`config.mk`:
```
export PLATFORM = sky130hd
export DESIGN_NAME = byte_word_packer
export DESIGN_NICKNAME = d
export VERILOG_FILES = /design/src/rtl/byte_word_packer_pkg.sv /design/src/rtl/pack_word_fifo.sv /design/src/rtl/byte_word_packer.sv
export SDC_FILE = /design/constraint.sdc
export NUM_CORES = 1
export LEC_CHECK = 0
export CORE_UTILIZATION = 60
export DETAILED_ROUTE_END_ITERATION = 8
export MAX_ROUTING_LAYER = met4
export PLACE_DENSITY = 0.8
export SLEW_MARGIN = 20
export SYNTH_ARGS = -nofsm -noshare
export SYNTH_HDL_FRONTEND = slang
export SYNTH_SLANG_ARGS = --single-unit
export TNS_END_PERCENT = 5
```
`constraint.sdc`:
```
create_clock -name CLK_I -period 6.9 [get_ports CLK_I]
set_input_delay 1.38 -clock CLK_I [delete_from_list [all_inputs] [get_ports CLK_I]]
set_output_delay 1.38 -clock CLK_I [all_outputs]
set_load 0.02 [all_outputs]
```
`src/rtl/byte_word_packer_pkg.sv`:
```
// byte_word_packer_pkg
//   Shared constants and types for the byte-to-word packer.
//   BYTE_W       : width of one upstream byte lane
//   DROP_CNT_W   : width of the discarded-word counter
//   DROP_CNT_MAX : saturation value of the discarded-word counter
//   pack_state_e : assembly state (EMPTY / PARTIAL)
package byte_word_packer_pkg;

  localparam int unsigned BYTE_W     = 8;
  localparam int unsigned DROP_CNT_W = 16;
  localparam logic [DROP_CNT_W-1:0] DROP_CNT_MAX = 16'hFFFF;

  typedef enum logic {
    PK_EMPTY   = 1'b0,
    PK_PARTIAL = 1'b1
  } pack_state_e;

endpackage

```
`src/rtl/pack_word_fifo.sv`:
```
// pack_word_fifo
//   First-word-fall-through FIFO built from registers. The head entry is
//   presented on data_o whenever the FIFO is non-empty; data_o reads 0 when
//   empty. A push while full is accepted only if a pop happens in the same
//   cycle (the pop frees the slot).
//   Ports:
//     CLK_I, RST_X : clock, asynchronous active-low reset
//     push_i       : write data_i (ignored when full without a pop)
//     pop_i        : remove head entry (ignored when empty)
//     data_i       : write data
//     data_o       : head entry
//     full_o       : all P_DEPTH entries occupied
//     empty_o      : no entries
module pack_word_fifo #(
  parameter int unsigned P_WIDTH = 36,
  parameter int unsigned P_DEPTH = 4
) (
  input  logic               CLK_I,
  input  logic               RST_X,
  input  logic               push_i,
  input  logic               pop_i,
  input  logic [P_WIDTH-1:0] data_i,
  output logic [P_WIDTH-1:0] data_o,
  output logic               full_o,
  output logic               empty_o
);

  localparam int unsigned AW = $clog2(P_DEPTH);

  // One extra pointer bit separates full (MSBs differ) from empty (equal).
  logic [AW:0]        wptr_q, wptr_d;
  logic [AW:0]        rptr_q, rptr_d;
  logic [P_WIDTH-1:0] mem_q [P_DEPTH];
  logic [P_WIDTH-1:0] mem_d [P_DEPTH];
  logic               do_push;
  logic               do_pop;

  always_comb begin
    empty_o = (wptr_q == rptr_q);
    full_o  = (wptr_q[AW] != rptr_q[AW]) && (wptr_q[AW-1:0] == rptr_q[AW-1:0]);
    do_pop  = pop_i && !empty_o;
    do_push = push_i && (!full_o || do_pop);
    data_o  = empty_o ? '0 : mem_q[rptr_q[AW-1:0]];

    mem_d  = mem_q;
    wptr_d = wptr_q;
    rptr_d = rptr_q;
    if (do_push) begin
      mem_d[wptr_q[AW-1:0]] = data_i;
      wptr_d                = wptr_q + 1'b1;
    end
    if (do_pop) begin
      rptr_d = rptr_q + 1'b1;
    end
  end

  always_ff @(posedge CLK_I or negedge RST_X) begin
    if (!RST_X) begin
      wptr_q <= '0;
      rptr_q <= '0;
      mem_q  <= '{default: '0};
    end else begin
      wptr_q <= wptr_d;
      rptr_q <= rptr_d;
      mem_q  <= mem_d;
    end
  end

endmodule

```
`src/rtl/byte_word_packer.sv`:
```
// byte_word_packer
//   Packs qualified bytes little-endian into P_BYTES-byte words, queues
//   finished words in a FWFT FIFO and presents them on a valid/ready port.
//   A flush emits a pending partial word with byte enables for the filled
//   lanes. Words pushed into a full FIFO (with no same-cycle pop) are
//   discarded and counted.
//   Ports:
//     CLK_I, RST_X : clock, asynchronous active-low reset
//     DATA_I       : upstream byte, qualified by VALID_I
//     FLUSH_I      : pulse, emit pending partial word
//     WORD_O       : FIFO head word (0 when empty)
//     BEN_O        : byte enables of WORD_O
//     VALID_O      : FIFO non-empty
//     READY_I      : consumer accepts WORD_O when VALID_O is high
//     DROP_O       : one-cycle pulse per discarded word
//     DROP_CNT_O   : saturating count of discarded words
//   P_DELAY is kept for compatibility with the simulation-delay flavour of
//   this block; the synthesizable registers carry no delay.
//
//   state      | meaning
//   -----------+---------------------------------------------
//   PK_EMPTY   | no bytes pending, lane counter 0
//   PK_PARTIAL | 1..P_BYTES-1 bytes pending in the assembly reg
module byte_word_packer
  import byte_word_packer_pkg::*;
#(
  parameter int unsigned P_BYTES = 4,
  parameter int unsigned P_DEPTH = 4,
  parameter int unsigned P_DELAY = 1
) (
  input  logic                      CLK_I,
  input  logic                      RST_X,
  input  logic [BYTE_W-1:0]         DATA_I,
  input  logic                      VALID_I,
  input  logic                      FLUSH_I,
  output logic [BYTE_W*P_BYTES-1:0] WORD_O,
  output logic [P_BYTES-1:0]        BEN_O,
  output logic                      VALID_O,
  input  logic                      READY_I,
  output logic                      DROP_O,
  output logic [DROP_CNT_W-1:0]     DROP_CNT_O
);

  localparam int unsigned WORD_W = BYTE_W * P_BYTES;
  localparam int unsigned FIFO_W = WORD_W + P_BYTES;
  localparam logic [1:0]  LAST_LANE = 2'(P_BYTES - 1);

  pack_state_e                     state_q, state_d;
  logic [1:0]                      count_q, count_d;
  logic [P_BYTES-1:0][BYTE_W-1:0]  lanes_q, lanes_d;
  logic                            drop_q, drop_d;
  logic [DROP_CNT_W-1:0]           drop_cnt_q, drop_cnt_d;

  logic [P_BYTES-1:0][BYTE_W-1:0]  lanes_new;
  logic [2:0]                      fill;
  logic                            complete;
  logic                            push;
  logic [P_BYTES-1:0]              push_ben;
  logic [WORD_W-1:0]               push_word;
  logic                            drop;
  logic                            fifo_push;
  logic                            fifo_pop;
  logic                            fifo_full;
  logic                            fifo_empty;
  logic [FIFO_W-1:0]               fifo_head;

  always_comb begin
    lanes_new = lanes_q;
    for (int i = 0; i < P_BYTES; i++) begin
      if (VALID_I && (count_q == 2'(i))) lanes_new[i] = DATA_I;
    end
    // Lanes occupied once this cycle's byte (if any) is included.
    fill     = {1'b0, count_q} + {2'b00, VALID_I};
    complete = VALID_I && (count_q == LAST_LANE);

    push     = 1'b0;
    push_ben = '0;
    if (complete) begin
      push     = 1'b1;
      push_ben = '1;
    end else if (FLUSH_I && (state_q == PK_PARTIAL || VALID_I)) begin
      push = 1'b1;
      for (int i = 0; i < P_BYTES; i++) begin
        push_ben[i] = (3'(i) < fill);
      end
    end

    push_word = '0;
    for (int i = 0; i < P_BYTES; i++) begin
      push_word[i*BYTE_W +: BYTE_W] = push_ben[i] ? lanes_new[i] : '0;
    end

    if (push) begin
      state_d = PK_EMPTY;
      count_d = '0;
      lanes_d = '0;
    end else begin
      state_d = (fill != 3'd0) ? PK_PARTIAL : PK_EMPTY;
      count_d = fill[1:0];
      lanes_d = lanes_new;
    end

    fifo_pop  = !fifo_empty && READY_I;
    drop      = push && fifo_full && !fifo_pop;
    fifo_push = push && !drop;

    drop_d     = drop;
    drop_cnt_d = drop_cnt_q;
    if (drop && (drop_cnt_q != DROP_CNT_MAX)) drop_cnt_d = drop_cnt_q + 1'b1;
  end

  always_ff @(posedge CLK_I or negedge RST_X) begin
    if (!RST_X) begin
      state_q    <= PK_EMPTY;
      count_q    <= '0;
      lanes_q    <= '0;
      drop_q     <= 1'b0;
      drop_cnt_q <= '0;
    end else begin
      state_q    <= state_d;
      count_q    <= count_d;
      lanes_q    <= lanes_d;
      drop_q     <= drop_d;
      drop_cnt_q <= drop_cnt_d;
    end
  end

  pack_word_fifo #(
    .P_WIDTH (FIFO_W),
    .P_DEPTH (P_DEPTH)
  ) u_fifo (
    .CLK_I   (CLK_I),
    .RST_X   (RST_X),
    .push_i  (fifo_push),
    .pop_i   (fifo_pop),
    .data_i  ({push_ben, push_word}),
    .data_o  (fifo_head),
    .full_o  (fifo_full),
    .empty_o (fifo_empty)
  );

  assign WORD_O     = fifo_head[WORD_W-1:0];
  assign BEN_O      = fifo_head[FIFO_W-1:WORD_W];
  assign VALID_O    = !fifo_empty;
  assign DROP_O     = drop_q;
  assign DROP_CNT_O = drop_cnt_q;

endmodule

```
## Word level (Yosys, flattened, before mapping)

Index checks and enable logic that the tools add are counted.

| cells by class | value |
|---|---|
| add/subtract/negate cells | 4 |
| magnitude comparators | 7 |
| eq/ne operators | 7 |
| mux-type cells | 23 |
| bitwise gates (word level) | 2 |
| reductions and logical operators | 22 |

Operators by type and width:

| operator | number |
|---|---|
| 144-bit bitwise mux | 1 |
| 36-bit two-way mux | 4 |
| 36-bit binary-select mux with 2-bit select | 1 |
| 36-bit demux with 2-bit select | 1 |
| 8-bit two-way mux | 8 |
| 32-bit two-way mux | 1 |
| 16-bit by 1-bit adder with 16-bit output, second input constant | 1 |
| 16-bit inequality test, second input constant | 1 |
| 1-bit logical AND | 14 |
| 4-bit two-way mux | 2 |
| 3-bit by 1-bit adder with 3-bit output, second input constant | 2 |
| 3-bit greater-or-equal comparator, second input constant | 2 |
| 1-bit by 3-bit less-than comparator with 1-bit output, first input constant | 2 |
| 2-bit by 3-bit less-than comparator with 1-bit output, first input constant | 2 |
| 2-bit inverter with 3-bit output | 2 |
| 2-bit equality test, second input constant | 2 |
| 1-bit logical NOT | 4 |
| 1-bit two-way mux | 4 |
| 2-bit by 1-bit adder with 3-bit output | 1 |
| 3-bit equality test | 1 |
| 3-bit by 1-bit less-than comparator with 1-bit output, second input constant | 1 |
| 3-bit nonzero test | 1 |
| 2-bit by 1-bit equality test with 1-bit output, second input constant | 1 |
| 2-bit equality test | 1 |
| other kinds (4) | 5 |

| storage, ports and cells | value |
|---|---|
| register bits after elaboration | 202 |
| input bits | 13 |
| output and inout bits | 54 |
| word-level logic and storage cells | 79 |

## Logic depth before layout (Yosys ltp)

Gate-level depths: netlist of run 1.

| logic depth | value |
|---|---|
| depth after elaboration | 9 |
| gate-level depth with buffers | 9 |
| depth with buffers taken out | 8 |

## Modules after synthesis

From an unflattened synthesis of run 1, not the netlist that was laid out.

| unflattened totals | value |
|---|---|
| cell total of the unflattened synthesis | 651 |
| area, all modules | 9576.7 µm² |

By module, submodules not included:

| module | instances | cells each | area each (µm²) | sequential area each (µm²) |
|---|---|---|---|---|
| pack_word_fifo | 1 | 420 | 7078.0 | 3753.6 |
| byte_word_packer | 1 | 231 | 2498.6 | 1301.2 |

## Worst setup path after synthesis of run 1

Ideal clock, no wire load.

| timing path | value |
|---|---|
| path kind | register to output |
| start | reg u_fifo.rptr_q[0] |
| end | out BEN_O[0] |
| arrival time | 1.900 ns |
| data required time | 5.520 ns |
| slack | 3.620 ns |
| stages on the path, launching flop included | 5 |
| path buffers | 2 |
| cells stage by stage | dfrtp_1 -> buf_1 -> buf_2 -> mux4_2 -> nor2b_1 |

| on the way | value |
|---|---|
| cells in the longest elaborated chain, start to end | 5 |
| elaborated cells between the ends (all ways) | 6 |
| those cells by class | 1 x eq/ne; 4 x mux; 1 x bitwise |

Ends and longest elaborated chain:

| what | RTL line | text |
|---|---|---|
| start: declaration | pack_word_fifo.sv:32 | `logic [AW:0] rptr_q, rptr_d;` |
| start signal: assignment | pack_word_fifo.sv:64 | `rptr_q <= rptr_d;` |
| 2-bit inverter with 3-bit output (not written as such) | pack_word_fifo.sv:43 | `data_o = empty_o ? '0 : mem_q[rptr_q[AW-1:0]];` |
| 36-bit binary-select mux with 2-bit select | pack_word_fifo.sv:43 |  |
| 36-bit two-way mux (not written as such) (2 in series) | pack_word_fifo.sv:43 |  |
| 36-bit two-way mux * | pack_word_fifo.sv:43 |  |
| end: declaration | byte_word_packer.sv:37 | `output logic [P_BYTES-1:0] BEN_O,` |

Mark *: on every way between the ends. The rest lies on a longest branch, timed or not. The select of a mux whose other input is x is not followed.

## Worst setup path after layout of run 1

| timing path | value |
|---|---|
| start | reg u_fifo.rptr_q[0] |
| end | out VALID_O |

| on the way | value |
|---|---|
| cells in the longest elaborated chain, start to end | 2 |

Ends and longest elaborated chain:

| what | RTL line | text |
|---|---|---|
| 3-bit equality test | pack_word_fifo.sv:39 | `empty_o = (wptr_q == rptr_q);` |
| 1-bit logical NOT | byte_word_packer.sv:144 | `assign VALID_O = !fifo_empty;` |
| end: declaration | byte_word_packer.sv:38 | `output logic VALID_O,` |

Every way passes these cells.

==> results.py, run 1 <==
metrics = {
    "finish": {
        "layout_common_cells": "dfrtp_1 (201), mux2_2 (130), clkdlybuf4s50_1 (65), nor2_1 (59), nor2b_1 (46)",
        "regArea_mm2": 0.00506,
        "final_common_cell": "dfrtp_1",
        "syn2layout_area_growth_pct": 16.8,
        "nNetsFinal": 778,
        "drive_gt1_frac": 0.286,
        "multiInputGateArea_mm2": 0.00395,
        "finalNonFillerCells": 953,
        "fill_cells": 954,
    },
    "pwr": {
        "finalPower_mw": 4.10,
        "power_density_mw_per_mm2": 382,
        "leakage_nw": 5.18,
        "pwr-share-comb": 0.342,
        "clkPwrFrac": 0.273,
        "p_sw_frac": 0.330,
        "ir_worst_vdd_uv": 232,
        "power.switching_mw": 1.35,
        "p_int_mw": 2.75,
        "power_frac_seq": 0.385,
    },
    "clock_tree": {
        "clkSlewWorstSetupHoldPaths_ns": 0.06,
        "clockBufferDepth": 3,
        "cts_resized": 0,
        "h-tree-depth": 1,
        "cts_inserted_buffers": 21,
        "post_cts_buffers": 0,
        "clk_latency_ns": 0.49,
        "cts_sinks": 202,
        "cts_tree": "done",
        "hold_buffers": 0,
        "cts-root-buf": "clkbuf_16",
    },
    "route": {
        "ant_nets": 0,
        "num_vias": 5727,
        "dr.pass1.iters": 4,
        "wl_per_cell_um": 20.6,
        "drt_iter0_drc": 330,
        "finalWirelength_um": 19600,
        "drc": 0,
        "viasPerCell": 6.01,
    },
    "synthesis": {
        "synth_nets": 717,
        "ys_seq_elements": 202,
        "syn_avg_cell_area_um2": 13.2,
        "synth_top_cell_by_area": "dfrtp_1",
        "yosysUniqueCellTypes": 35,
        "yosys_warnings": 0,
        "syn_area_mm2": 0.00919,
        "synth_edf_count": 0,
        "syn_inst": 695,
        "synth_ff_type": "dfrtp_1",
        "synth-seq-area-share": 0.550,
        "netlist.area_leader.share": 0.550,
        "synth_area_leaders": "dfrtp_1 (55%), mux2_2 (16%), mux4_2 (8.8%)",
        "async_reset_ff_frac": 1.00,
    },
    "setup_path": {
        "worstPathMaxFanout": 39,
        "criticalPathCategory": "reg -> out",
        "startpoint_type": "register",
        "reg2reg_to": "u_fifo.mem_q[20]",
        "cp.arrival_ns": 3.69,
        "cp-end-kind": "output port",
        "crit-reg2reg-launch": "u_fifo.rptr_q[0]",
        "required_ns": 5.52,
        "worst_r2r_path_depth": 6,
        "rrSetupSlack_ns": 3.46,
    },
    "place": {
        "port_buffers": 66,
        "place_congestion": 0.765,
        "place_inst": 916,
        "dp_hpwl_um": 12000,
    },
    "die": {
        "io_pins": 67,
        "num_rows": 44,
        "core_mm2": 0.0148,
        "die_h_um": 126,
        "die_w_um": 126,
        "start_util": 0.623,
        "die_area_mm2": 0.0158,
    },
    "timing": {
        "period_needed_ns": 5.07,
        "slew-limit-headroom": 0.372,
        "slew_viol_final": 0,
        "worst_pin_slew_ns": 0.941,
        "hold_violations": 0,
        "setup_viol": 0,
        "max_freq_mhz": 197,
        "fin_crit_sh": 0.735,
        "rsz0062_at_grt": "no",
        "skew_ns": 0.0131,
        "finalSetupTns_ns": 0,
    },
    "global_routing": {
        "gr-total-overflow": 0,
        "grt_usage": 0.272,
        "grt_pass1_wl_um": 32700,
        "antenna_found_initial": 1,
        "grt_pass1_vias": 6277,
        "grt_max_degree": 145,
    },
    "worst_hold_path": {
        "min_path_type": "reg -> reg",
        "hold_path_startpoint": "u_fifo.mem_q[68]",
        "holdPathStages": 2,
        "worstHoldEndpoint": "u_fifo.mem_q[68]",
    },
    "outcome": {
        "status": "complete, no violations",
    },
    "job": {
        "cap_violations": 0,
    },
}
-- layout make-up --
cell class	instances	area share
clock inverters	6	0.00746
diodes	1	0.000233
repair buffers	80	0.0737
flip-flops and latches	202	0.471
clock buffers	29	0.0555
well taps	184	0.0214
multi-input cells	444	0.368
inverters	7	0.00245
-- synth_stat cells (all sizes together) (10+ instances only) --
| library cell | instances |
|---|---|
| dfrtp | 202 |
| mux2 | 130 |
| nor2 | 60 |
| nor2b | 46 |
| nand2 | 43 |
| mux4 | 36 |
| buf | 25 |
| mux2i | 24 |
| o21ai | 18 |
| clkbuf | 17 |
| xor2 | 15 |
| nand3 | 13 |
| a21oi | 10 |
-- worst max-delay path, cell delays in order, from the launching register on --
cell and delay (ns):
dfrtp_2 0.34, buf_4 0.62, xor2_1 0.27, nor3b_4 0.84, buf_4 0.41, inv_1 0.12
clkdlybuf4s50_1 0.56
-- cells by family (layout without fill, tap and decap cells) --
group                    Yosys count  after routing  synth area share
flip-flops                       202            202             0.550
multiplexers                     190            190             0.274
AND/OR/NAND/NOR                  190            190             0.101
buffers and inverters             49            122            0.0231
AO/OA/AOI/OAI                     33             33            0.0193
XOR/XNOR                          22             22            0.0210
adder cells (fa/ha/maj)            9              9            0.0123
other                              0              1                 0
-- state kept, by name (all words and copies together), names as in the netlist --
register	flops
count_q	2
u_fifo.wptr_q	3
state_q	1
u_fifo.mem_q	144
lanes_q	32
DROP_O	1
u_fifo.rptr_q	3
DROP_CNT_O	16
-- worst max path at each step --
stage	startpoint	end	slack (ns)	cells past startpoint
final	u_fifo.rptr_q[0]	VALID_O	1.83	6
after global routing	u_fifo.rptr_q[0]	VALID_O	1.58	6
after CTS	u_fifo.rptr_q[0]	VALID_O	1.76	6
after detailed placement	u_fifo.rptr_q[0]	VALID_O	2.29	6
after global placement	u_fifo.rptr_q[0]	VALID_O	2.41	6
after floorplan	u_fifo.rptr_q[0]	BEN_O[0]	3.62	4
-- power groups by stage --
stage,logic [mW],clock network [mW],registers [mW]
global placement,1.36,0,1.57
global route,1.52,1.18,1.61
finish,1.40,1.12,1.58
CTS,1.41,1.14,1.57
detailed placement,1.40,0,1.59
floorplan,0.968,0,1.55
-- per-stage QoR --
| step | setup slack, ns | area, µm² | util | hold slack (ns) |
|---|---|---|---|---|
| after global routing | 1.58 | 10700 | 0.728 | 0.506 |
| after floorplan | 3.62 | 9190 | - | 0.445 |
| after CTS | 1.76 | 10700 | 0.725 | 0.486 |
| after detailed placement | 2.29 | 10000 | 0.680 | 0.473 |
| final | 1.83 | 10700 | 0.728 | 0.484 |
| after global placement | 2.41 | 10000 | 0.680 | 0.456 |
-- metal layers --
metal / global-route usage / share of wire
met1: 0.347 / 0.44
met2: 0.451 / 0.51
met3: 0.0399 / 0.034
met4: 0.0943 / 0.023
met5: - / 0
Note: power is estimated with default switching activity, not from simulation.
==> inputs of run 2 (changes only) <==
CORE_UTILIZATION = 53   (was 60)
PLACE_DENSITY = 0.75   (was 0.8)
clock period = 4.2 ns   (was 6.9 ns; I/O delays follow)
==> results.py, run 2 (same netlist as run 1, synthesis figures left out) <==
metrics = {
    "outcome": {
        "status": "complete, no violations",
    },
    "timing": {
        "setup_viol": 0,
        "finalWorstSetupSlack_ns": 0.569,
        "slew-limit-headroom": 0.366,
        "max_freq_mhz": 275,
        "period_needed_ns": 3.63,
        "worst_pin_slew_ns": 0.951,
        "finalSetupTns_ns": 0,
        "slew_viol_final": 0,
        "skew_ns": 0.0192,
        "fin_crit_sh": 0.865,
        "holdWs_ns": 0.468,
        "rsz0062_at_grt": "no",
        "hold_violations": 0,
    },
    "global_routing": {
        "antenna_found_initial": 0,
        "grt_pass1_vias": 6138,
        "grt_max_degree": 117,
        "gr-total-overflow": 0,
        "grt_usage": 0.241,
        "grt_pass1_wl_um": 32500,
    },
    "clock_tree": {
        "clockBufferDepth": 3,
        "clk_latency_ns": 0.49,
        "cts_sinks": 202,
        "cts_inserted_buffers": 21,
        "clkSlewWorstSetupHoldPaths_ns": 0.06,
        "cts_tree": "done",
        "post_cts_buffers": 0,
        "h-tree-depth": 1,
        "hold_buffers": 0,
        "cts_resized": 0,
        "cts-root-buf": "clkbuf_16",
    },
    "pwr": {
        "finalPower_mw": 6.94,
        "ir_worst_vdd_uv": 380,
        "leakage_nw": 5.24,
        "power_density_mw_per_mm2": 637,
    },
    "route": {
        "wl_per_cell_um": 20.1,
        "viasPerCell": 5.75,
        "drt_iter0_drc": 287,
        "drc": 0,
        "num_vias": 5720,
        "finalWirelength_um": 19900,
        "dr.pass1.iters": 5,
        "ant_nets": 0,
    },
    "setup_path": {
        "criticalPathCategory": "reg -> out",
        "startpoint_type": "register",
        "worst_r2r_path_depth": 5,
        "worstPathMaxFanout": 17,
        "rrSetupSlack_ns": 1.44,
        "cp.arrival_ns": 2.79,
        "required_ns": 3.36,
        "cp-end-kind": "output port",
    },
    "finish": {
        "finalNonFillerCells": 994,
        "drive_gt1_frac": 0.292,
        "syn2layout_area_growth_pct": 18.6,
        "num_antenna_cells": 0,
        "final_common_cell": "dfrtp_1",
        "top_register": "u_fifo.mem_q",
        "largest_reg_flops": 144,
        "nNetsFinal": 781,
        "layout_common_cells": "dfrtp_1 (201), mux2_2 (130), clkdlybuf4s50_1 (65), nor2_1 (59), nor2b_1 (46)",
    },
    "place": {
        "port_buffers": 66,
        "dp_hpwl_um": 12600,
        "place_congestion": 0.887,
        "dpl_worst_slack_ns": 0.867,
        "place_inst": 956,
    },
    "die": {
        "die_w_um": 134,
        "die_area_mm2": 0.0179,
        "core_mm2": 0.0168,
        "io_pins": 67,
        "die_h_um": 134,
        "start_util": 0.548,
        "num_rows": 47,
    },
    "worst_hold_path": {
        "min_path_type": "in -> async",
    },
    "job": {
        "cap_violations": 0,
    },
}
## run 2: changes by cell type in the layout (fill, tap and decap cells not counted), sizes merged
cell      delta
buf          +2
bufinv       +2
clkbuf       +1
clkinv       -1
clkinvlp     +1
diode        -1
inv          +1
## run 2: worst max-delay path, cell delays in order, from the launching register on
cell             delay, ns
dfrtp_2               0.60
buf_4                 0.42
mux4_2                0.58
nor2b_1               0.16
clkdlybuf4s50_1       0.53
## run 2: power breakdown
group / switching [mW] / internal (mW) / total, mW
sequential: 0.264 / 2.36 / 2.62
combinational: 1.26 / 1.08 / 2.33
clock: 0.743 / 1.24 / 1.98
total: 2.26 / 4.68 / 6.94
## run 2: worst paths after layout
path,start,end
worst max register to register,u_fifo.rptr_q[0],u_fifo.mem_q[46]
min in group CLK_I,u_fifo.mem_q[105],u_fifo.mem_q[105]
worst max-delay path,u_fifo.rptr_q[0],WORD_O[8]
worst min register to register,u_fifo.mem_q[105],u_fifo.mem_q[105]
worst min-delay path,RST_X,u_fifo.mem_q[135]
max in group asynchronous,RST_X,u_fifo.mem_q[122]
## run 2: metrics by stage
step,utilization,instance area [µm²]
CTS,0.650,10900
finish,0.650,10900
floorplan,-,9190
global route,0.650,10900
detailed placement,0.606,10200
global placement,0.606,10200
## run 2: layout make-up
class	count	area, µm²
clock inverter	9	151
clock buffer	29	596
sequential	202	5060
timing repair buffer	83	842
fill	1241	5860
inverter	7	26.3
multi-input combinational	444	3950
tap	220	275
## run 2: routing by layer
layer | share of wire | GRT usage | up-vias
met5 | 0 | - | -
met4 | 0.018 | 0.0600 | 0
met3 | 0.042 | 0.0381 | 25
met2 | 0.50 | 0.393 | 131
met1 | 0.44 | 0.316 | 2992
li1 | - | - | 2572
==> inputs of run 3 (changes only) <==
CORE_UTILIZATION = 59   (was 53)
PLACE_DENSITY = 0.79   (was 0.75)
clock period = 3.9 ns   (was 4.2 ns; I/O delays follow)
==> results.py, run 3 (same netlist as run 1, synthesis figures left out) <==
metrics = {
    "outcome": {
        "status": "complete, no violations",
    },
    "place": {
        "place_congestion": 0.777,
        "dp_hpwl_um": 12500,
        "place_area_mm2": 0.0101,
        "port_buffers": 66,
    },
    "finish": {
        "fin_area_mm2": 0.0108,
        "final_common_cell": "dfrtp_1",
        "num_antenna_cells": 0,
        "top_register": "u_fifo.mem_q",
        "nNetsFinal": 782,
        "drive_gt1_frac": 0.287,
        "syn2layout_area_growth_pct": 17.3,
        "largest_reg_flops": 144,
        "fill_cells": 1030,
        "regArea_mm2": 0.00506,
        "layout_common_cells": "dfrtp_1 (201), mux2_2 (130), clkdlybuf4s50_1 (65), nor2_1 (59), nor2b_1 (46)",
        "multiInputGateArea_mm2": 0.00395,
    },
    "global_routing": {
        "antenna_found_initial": 0,
        "grt_pass1_vias": 6004,
        "grt_usage": 0.264,
        "grt_pass1_wl_um": 31800,
        "gr-total-overflow": 0,
        "grt_max_degree": 107,
    },
    "setup_path": {
        "slowest_stage": "mux4_2",
        "crit-reg2reg-launch": "u_fifo.wptr_q[0]",
        "slowest_delay_ns": 0.57,
        "cp-end-kind": "output port",
        "rrSetupSlack_ns": 1.40,
        "criticalPathCategory": "reg -> out",
        "worstPathCellList": "buf_4 > mux4_2 > nor2b_1 > clkdlybuf4s50_1",
        "crit_family": "buffers and inverters",
        "startpoint_type": "register",
        "crit_buf_inv": 2,
        "worstPathMaxFanout": 20,
        "required_ns": 3.12,
        "worst_r2r_path_depth": 5,
        "reg2reg_to": "u_fifo.mem_q[67]",
        "cp.arrival_ns": 2.57,
    },
    "route": {
        "finalWirelength_um": 19600,
        "wl_per_cell_um": 20.4,
        "drt_iter0_drc": 306,
        "ant_nets": 0,
        "drc": 0,
        "num_vias": 5685,
        "viasPerCell": 5.93,
        "dr.pass1.iters": 5,
    },
    "pwr": {
        "power_density_mw_per_mm2": 673,
        "leakage_nw": 5.20,
        "ir_worst_vdd_uv": 440,
    },
    "clock_tree": {
        "cts_inserted_buffers": 21,
        "cts_sinks": 202,
        "clkSlewWorstSetupHoldPaths_ns": 0.06,
        "hold_buffers": 0,
        "cts_tree": "done",
        "post_cts_buffers": 0,
        "clockBufferDepth": 3,
        "h-tree-depth": 1,
        "clk_latency_ns": 0.49,
        "cts_resized": 0,
        "cts-root-buf": "clkbuf_16",
    },
    "timing": {
        "max_freq_mhz": 299,
        "rsz0062_at_grt": "no",
        "slew-limit-headroom": 0.442,
        "period_needed_ns": 3.35,
        "holdWs_ns": 0.376,
        "hold_violations": 0,
        "setup_viol": 0,
        "finalSetupTns_ns": 0,
        "fin_crit_sh": 0.858,
        "worst_pin_slew_ns": 0.837,
        "skew_ns": 0.00777,
        "slew_viol_final": 0,
    },
    "job": {
        "cap_violations": 0,
    },
    "worst_hold_path": {
        "min_path_type": "in -> async",
    },
    "die": {
        "core_mm2": 0.0152,
        "die_h_um": 127,
        "start_util": 0.605,
        "die_area_mm2": 0.0161,
        "num_rows": 45,
        "io_pins": 67,
        "die_w_um": 127,
    },
}
-- run 3: report_power, final --
group	internal, mW	leakage (nW)	switching (mW)
Clock	1.15	0.320	0.772
Sequential	2.54	2.76	0.260
Combinational	1.17	2.12	1.36
-- run 3: routing by layer --
metal  GRT usage  part of all wire  vias to the layer above  routed length (µm)
li1            -                 -                     2560                   -
met3      0.0388             0.032                       31                 636
met2       0.442              0.52                      114               10100
met5           -                 0                        -                   0
met1       0.344              0.43                     2980                8480
met4      0.0616             0.016                        0                 320
-- run 3: stage by stage --
stage	total power, mW	instances	util	setup WS, ns
2_1_floorplan	4.46	695	-	1.22
3_3_place_gp	5.26	925	0.667	0.730
3_5_place_dp	5.38	925	0.667	0.616
4_1_cts	7.32	959	0.709	0.512
5_1_grt	7.63	959	0.709	0.430
6_report	7.25	959	0.709	0.552
-- run 3: how the worst max path moves through the flow --
stage,startpoint,end,slack (ns),cells past startpoint
global placement,VALID_I,u_fifo.mem_q[14],0.73,9
CTS,u_fifo.rptr_q[0],BEN_O[2],0.51,4
global route,u_fifo.rptr_q[0],BEN_O[2],0.43,4
detailed placement,VALID_I,u_fifo.mem_q[79],0.62,10
floorplan,u_fifo.rptr_q[0],BEN_O[0],1.22,4
finish,u_fifo.rptr_q[0],BEN_O[2],0.55,4
-- run 3: area by class of cell --
type                    count  share of cell area
flip-flops and latches    202               0.469
multi-input cells         444               0.367
repair buffers             84              0.0799
clock buffers              32              0.0572
well taps                 188              0.0218
clock inverters             2             0.00325
inverters                   7             0.00244
